===== src/rtl/serial_adder_ctrl_pkg.sv =====
// Shared definitions for the bit-serial adder: FSM state encoding and its width.
package serial_adder_ctrl_pkg;

  localparam int ST_W = 2;

  typedef enum logic [ST_W-1:0] {
    ST_IDLE = 2'd0,
    ST_RUN  = 2'd1,
    ST_DONE = 2'd2
  } state_t;

endpackage


===== src/rtl/full_adder_bit.sv =====
// One-bit full adder cell: a + b + cin -> {cout, s}.
module full_adder_bit (
  input  logic a,
  input  logic b,
  input  logic cin,
  output logic s,
  output logic cout
);

  assign s    = a ^ b ^ cin;
  assign cout = (a & b) | (cin & (a ^ b));

endmodule


===== src/rtl/serial_adder_ctrl.sv =====
// Start/done coprocessor adding two WIDTH-bit operands one bit per clock,
// LSB first, through a single full_adder_bit.
module serial_adder_ctrl
  import serial_adder_ctrl_pkg::*;
#(
  parameter int WIDTH = 8
) (
  input  logic             clk,
  input  logic             rst_n,
  input  logic             start,
  input  logic [WIDTH-1:0] A,
  input  logic [WIDTH-1:0] B,
  input  logic             Cin,
  output logic             busy,
  output logic             done,
  output logic [WIDTH-1:0] S,
  output logic             Cout,
  output logic             V,
  output logic [ST_W-1:0]  dbg_state
);

  localparam int CW = (WIDTH > 1) ? $clog2(WIDTH) : 1;
  localparam logic [CW-1:0] LAST = CW'(WIDTH - 1);

  // Handshake: start is only looked at in IDLE; done is a one-cycle pulse
  // and S/Cout/V are valid from that cycle until the next result lands.
  state_t state, state_next;

  logic [WIDTH-1:0] a_sh, b_sh, s_sh;
  logic [WIDTH-1:0] s_next;
  logic [WIDTH:0]   s_cat;
  logic [CW-1:0]    cnt;
  logic             carry;
  logic             fa_s, fa_cout;

  full_adder_bit u_fa (
    .a    (a_sh[0]),
    .b    (b_sh[0]),
    .cin  (carry),
    .s    (fa_s),
    .cout (fa_cout)
  );

  // Sum bit enters at the MSB; written this way so WIDTH=1 needs no empty slice.
  assign s_cat  = {fa_s, s_sh};
  assign s_next = s_cat[WIDTH:1];

  always_ff @(posedge clk or negedge rst_n) begin
    if (!rst_n) state <= ST_IDLE;
    else        state <= state_next;
  end

  always_comb begin
    state_next = state;
    case (state)
      ST_IDLE: if (start) state_next = ST_RUN;
      ST_RUN:  if (cnt == LAST) state_next = ST_DONE;
      ST_DONE: state_next = ST_IDLE;
      default: state_next = ST_IDLE;
    endcase
  end

  assign busy      = (state == ST_RUN) || (state == ST_DONE);
  assign done      = (state == ST_DONE);
  assign dbg_state = state;

  // Output registers load on the last RUN edge so they are already valid
  // in the DONE cycle; carry at that point is the carry into the MSB.
  always_ff @(posedge clk or negedge rst_n) begin
    if (!rst_n) begin
      a_sh  <= '0;
      b_sh  <= '0;
      s_sh  <= '0;
      carry <= 1'b0;
      cnt   <= '0;
      S     <= '0;
      Cout  <= 1'b0;
      V     <= 1'b0;
    end else begin
      case (state)
        ST_IDLE: begin
          if (start) begin
            a_sh  <= A;
            b_sh  <= B;
            carry <= Cin;
            cnt   <= '0;
          end
        end
        ST_RUN: begin
          a_sh  <= a_sh >> 1;
          b_sh  <= b_sh >> 1;
          s_sh  <= s_next;
          carry <= fa_cout;
          if (cnt == LAST) begin
            S    <= s_next;
            Cout <= fa_cout;
            V    <= carry ^ fa_cout;
          end else begin
            cnt <= cnt + 1'b1;
          end
        end
        default: ;
      endcase
    end
  end

endmodule


===== config.mk =====
export PLATFORM = sky130hd
export DESIGN_NAME = serial_adder_ctrl
export DESIGN_NICKNAME = d
export VERILOG_FILES = /design/src/rtl/serial_adder_ctrl_pkg.sv /design/src/rtl/full_adder_bit.sv /design/src/rtl/serial_adder_ctrl.sv
export SDC_FILE = /design/constraint.sdc
export NUM_CORES = 1
export LEC_CHECK = 0
export CAP_MARGIN = 10
export CORE_UTILIZATION = 48
export CTS_BUF_LIST = sky130_fd_sc_hd__clkbuf_4
export CTS_CLUSTER_DIAMETER = 80
export DETAILED_ROUTE_END_ITERATION = 7
export PLACE_DENSITY = 0.81
export SYNTH_ARGS = -nofsm -noshare
export SYNTH_HDL_FRONTEND = slang
export SYNTH_SLANG_ARGS = --single-unit
export TNS_END_PERCENT = 30

===== constraint.sdc =====
create_clock -name clk -period 1.65 [get_ports clk]
set_input_delay 0.2475 -clock clk [delete_from_list [all_inputs] [get_ports clk]]
set_output_delay 0.2475 -clock clk [all_outputs]
set_load 0.05 [all_outputs]

Word level (Yosys, flattened, before mapping)
Index checks and enable logic that the tools add are counted.
Storage, ports and cells
  flip-flop bits (word level): 40
  input bits: 20
  output and inout port bits: 14
Cells by class
  add/subtract/negate cells: 1
  equality and inequality tests: 6
  muxes and demuxes: 12
  bitwise logic cells: 6
  reductions and logical operators: 7
Operators by type and width (count)
  $pmux W8 S2: 2
  $mux W8: 2
  $mux W3: 2
  $pmux W3 S2: 1
  $reduce_and A2 Y1: 3
  $mux W2: 2
  $ne A2 B2 Y1 const B: 2
  $pmux W2 S2: 1
  $add A3 B1 Y3 const B: 1
  $eq A3 B3 Y1 const B: 1
  $reduce_and A3 Y1: 1
  $xor A1 B1 Y1: 3
  $and A1 B1 Y1: 2
  $eq A2 B1 Y1 const B: 1
  $eq A2 B2 Y1 const B: 1
  $logic_not A2 Y1: 1
  $ne A2 B1 Y1 const B: 1
  $pmux W1 S2: 1
  $reduce_bool A2 Y1: 1
  $logic_or A1 B1 Y1: 1
  $mux W1: 1
  $or A1 B1 Y1: 1

Depth between registers and ports, before layout
  depth after elaboration: 4
  gate-level depth with buffers: 7

Modules after synthesis
A second synthesis with hierarchy kept.
Unflattened totals
  cells, all modules: 145
  area, all modules: 1791.7 um2
Modules (own cells, without submodules)
  serial_adder_ctrl: instances 1, cells each 144, area an instance 1771.7 um2, seq. area each 975.9 um2
  full_adder_bit: instances 1, cells each 1, area an instance 20.0 um2, seq. area each 0.0 um2

Least setup slack after synthesis
Ideal clock, no wire load.
  path kind: reg-to-reg
  start: reg state[0], in the netlist dbg_state[0]
  end: reg cnt[0]
  data arrival time: 1807 ps
  required time: 1525 ps
  path slack: -282 ps
  cell stages (with the launch flop): 6
  buffers on the path: 0
  period minus slack after synthesis: 1932 ps
  cells stage by stage: dfrtp_1 -> inv_1 -> ha_1 -> and2b_4 -> a211oi_4 -> mux2_4
On the way
  word-level cells in the longest chain between the ends: 3
Ends and longest elaborated chain
  start, declared: line serial_adder_ctrl.sv:27  | state_t state, state_next;
  start signal, assigned: line serial_adder_ctrl.sv:50  | else state <= state_next;
  $eq A2 B1 Y1 or $logic_not A2 Y1 (tied branches): line serial_adder_ctrl.sv:80  | case (state)
  $ne A2 B2 Y1 (no line) or $reduce_bool A2 Y1 (tied branches)
  $reduce_and A3 Y1 (no line)
  end signal, assigned: line serial_adder_ctrl.sv:99  | cnt <= cnt + 1'b1;
  end, declared: line serial_adder_ctrl.sv:32  | logic [CW-1:0] cnt;
Parallel ways exist; a longest one is shown, timed or not.
A chain may end at the register's enable or synchronous reset.

Final worst setup path
  start: reg cnt[0]
  end: reg cnt[0]
On the way
  word-level cells in the longest chain between the ends: 3
Ends and longest elaborated chain (line)
  $add A3 B1 Y3 or $eq A3 B3 Y1 (tied branches): serial_adder_ctrl.sv:99, serial_adder_ctrl.sv:94
  $mux W3 or $ne A2 B2 Y1 (tied branches)
  $pmux W3 S2 or $reduce_and A3 Y1 (tied branches)
Parallel ways exist; a longest one is shown, timed or not. The select of a mux whose other input is x is not followed.

==> flow_metrics.py <==
metrics = {
    "routing": {
        "via_count": 1177,
        "wirelength_mm": 2.93,
        "routedWlPerCell_um": 12.8,
        "routed_via_density": 5.12,
        "drtPass1Iterations": 4,
        "antenna_left": 0,
        "drtIter0Drc": 38,
        "drc_errors": 0,
    },
    "synth": {
        "synth.net_count": 172,
        "ys_warn_count": 0,
        "synth_ff_type": "dfrtp_1",
        "yosysUniqueCellTypes": 24,
        "synthDominantCellAreaShare": 0.542,
        "yosysSeqAreaShare": 0.542,
        "synth_area_um2": 1800,
        "yosys-top-cells-area": "dfrtp_1, mux2_2, mux2i_1, ha_1, o21ai_0",
        "yosys.area.top_type": "dfrtp_1",
        "synth_edf_count": 0,
        "synth-async-reset-ratio": 1.00,
        "syn_area_per_cell_um2": 12.5,
        "syn_inst": 144,
        "ys_seq_elements": 39,
    },
    "grt": {
        "antenna_found_initial": 0,
        "grt_max_degree": 35,
        "grt_overflow": 0,
        "track_usage": 0.176,
        "grt_pass1_vias": 1229,
        "grt_first_pass_wirelength_mm": 5.32,
    },
    "place": {
        "place_congestion": 0.701,
        "placed_cell_area_um2": 2220,
        "portBuffers": 33,
        "dpl.hpwl_mm": 2.23,
        "dpl_worst_slack_ps": -6.18,
        "dp_cells": 221,
    },
    "layout": {
        "fin_area_um2": 2280,
        "layout_common_cells": "dfrtp_1, nand2_1, clkdlybuf4s50_1",
        "final_common_cell": "dfrtp_1",
        "layout-drive-gt1-share": 0.299,
        "syn2layout_area_growth_pct": 26.7,
        "nets": 211,
        "antenna_cells": 0,
        "stdcell_count": 230,
    },
    "clock_network": {
        "cts_max_level": 2,
        "cts.path.max_buffers": 2,
        "numClockSinks": 39,
        "worstSkewPairLatency_ps": 340,
        "cts_made_buffers": 5,
        "cts_tree": "built",
        "clk_pin_slew_ps": 110,
        "cts-root-buf": "clkbuf_4",
    },
    "critical_path": {
        "reg2reg_to": "cnt[0]",
        "cp-endpoint": "cnt[0]",
        "cp.required_ps": 1880,
        "rrSetupSlack_ps": 70,
        "worstSetupEndpointType": "flip-flop",
        "r2r_cells": 4,
        "path_class": "flip-flop to flip-flop",
        "timing.critical_path.from": "cnt[0]",
        "arrival_ps": 1810,
        "cp-start-kind": "flip-flop",
        "cp_max_fo": 3,
        "r2r-start": "cnt[0]",
    },
    "die": {
        "initial_core_util": 0.519,
        "die_w_um": 63.2,
        "rows": 21,
        "die_area_um2": 4000,
        "coreArea_um2": 3470,
        "fp.dieH_um": 63.2,
        "io_pins": 34,
    },
    "power": {
        "p_leak_nw": 1.08,
        "power_w": 0.00433,
        "p_per_area_nw_per_um2": 1900,
        "ir_drop_mv": 1.21,
    },
    "timing": {
        "worst_clock_skew_ps": 8.11,
        "worstMarginPinSlew_ps": 441,
        "max_slew_margin": 0.706,
        "slew_violations": 0,
        "fmax_ghz": 0.634,
        "hold_viol": 0,
        "min_period_ps": 1580,
        "finalCritPeriodShare": 0.956,
        "rsz0062_at_grt": "false",
        "setup_viol": 0,
        "setup_slack_ps": 72.7,
    },
    "run_status": {
        "status": "finished, final reports clean",
    },
    "flow_run": {
        "cap_violations": 0,
    },
    "min_path": {
        "min_path_type": "primary input to async pin",
    },
}
==> worst min path at each step <==
stage	from	to	slack, ps
after floorplan	rst_n	Cout	-50
after global placement	rst_n	S[2]	210
after detailed placement	rst_n	S[0]	210
after CTS	rst_n	s_sh[5]	380
after global routing	rst_n	s_sh[5]	410
final	rst_n	s_sh[5]	380
==> flip-flops by register name, indices dropped and copies added (netlist names) <==
name	flops
Cout	1
S	8
V	1
a_sh	8
b_sh	8
carry	1
cnt	3
dbg_state	2
s_sh	7
==> critical path, cell delays in order, from the launching register on <==
cell,delay [ps]
dfrtp_1,430
ha_1,220
ha_2,220
a211oi_4,300
mux2_4,320
==> cells in the mapped netlist, drive strengths merged (2+ instances only) <==
| cell type | number |
|---|---|
| ha | 7 |
| dfrtp | 39 |
| o21ai | 19 |
| buf | 6 |
| nand2b | 2 |
| nand2 | 21 |
| mux2i | 18 |
| inv | 5 |
| mux2 | 18 |
==> metal layers <==
layer | GRT usage | part of all wire | vias up
met3 | 0.0435 | 0.049 | 7
met5 | 0 | 0 | -
met1 | 0.211 | 0.43 | 570
met4 | 0.0852 | 0.019 | 0
li1 | - | - | 567
met2 | 0.296 | 0.50 | 33
==> stage by stage <==
step | utilization | hold WS [ps] | setup TNS [ps]
2_1_floorplan | - | -48.1 | -52.3
3_3_place_gp | 0.639 | 212 | 0
3_5_place_dp | 0.639 | 214 | -6.18
4_1_cts | 0.657 | 376 | 0
5_1_grt | 0.658 | 407 | 0
6_report | 0.658 | 379 | 0
==> kinds of logic after synthesis <==
| kind of cell | Yosys count | share of synthesized area |
|---|---|---|
| DFF | 39 | 0.542 |
| muxes | 36 | 0.217 |
| and+or+nand+nor | 26 | 0.0660 |
| AOI/OAI and AO/OA | 22 | 0.0709 |
| buffers and inverters | 12 | 0.0396 |
| adders and majority gates | 8 | 0.0598 |
| xor gates and xnor gates | 1 | 0.00487 |
==> cell type report <==
cell class	instances	area, um^2
Inverter	5	21.3
Clock inverter	2	7.51
Clock buffer	6	45.0
Fill cell	290	1190
Tap cell	46	57.6
Sequential cell	39	978
Multi-Input combinational cell	93	771
Timing Repair Buffer	39	400
==> power breakdown <==
part           switching, W  total [W]  leakage (nW)  internal, W
sequential         0.000251    0.00163         0.497      0.00138
clock              0.000289   0.000463        0.0307     0.000174
combinational       0.00118    0.00224         0.557      0.00105
total               0.00172    0.00433          1.08      0.00261
==> what timing repair did <==
action,4_1_cts,5_1_grt
setup endpoints to repair,0,4
endpoints found under the hold margin,18,0
resized for setup,0,1
buffers inserted,0,0
hold buffers,1,0
Note: power is estimated with default switching activity, not from simulation.
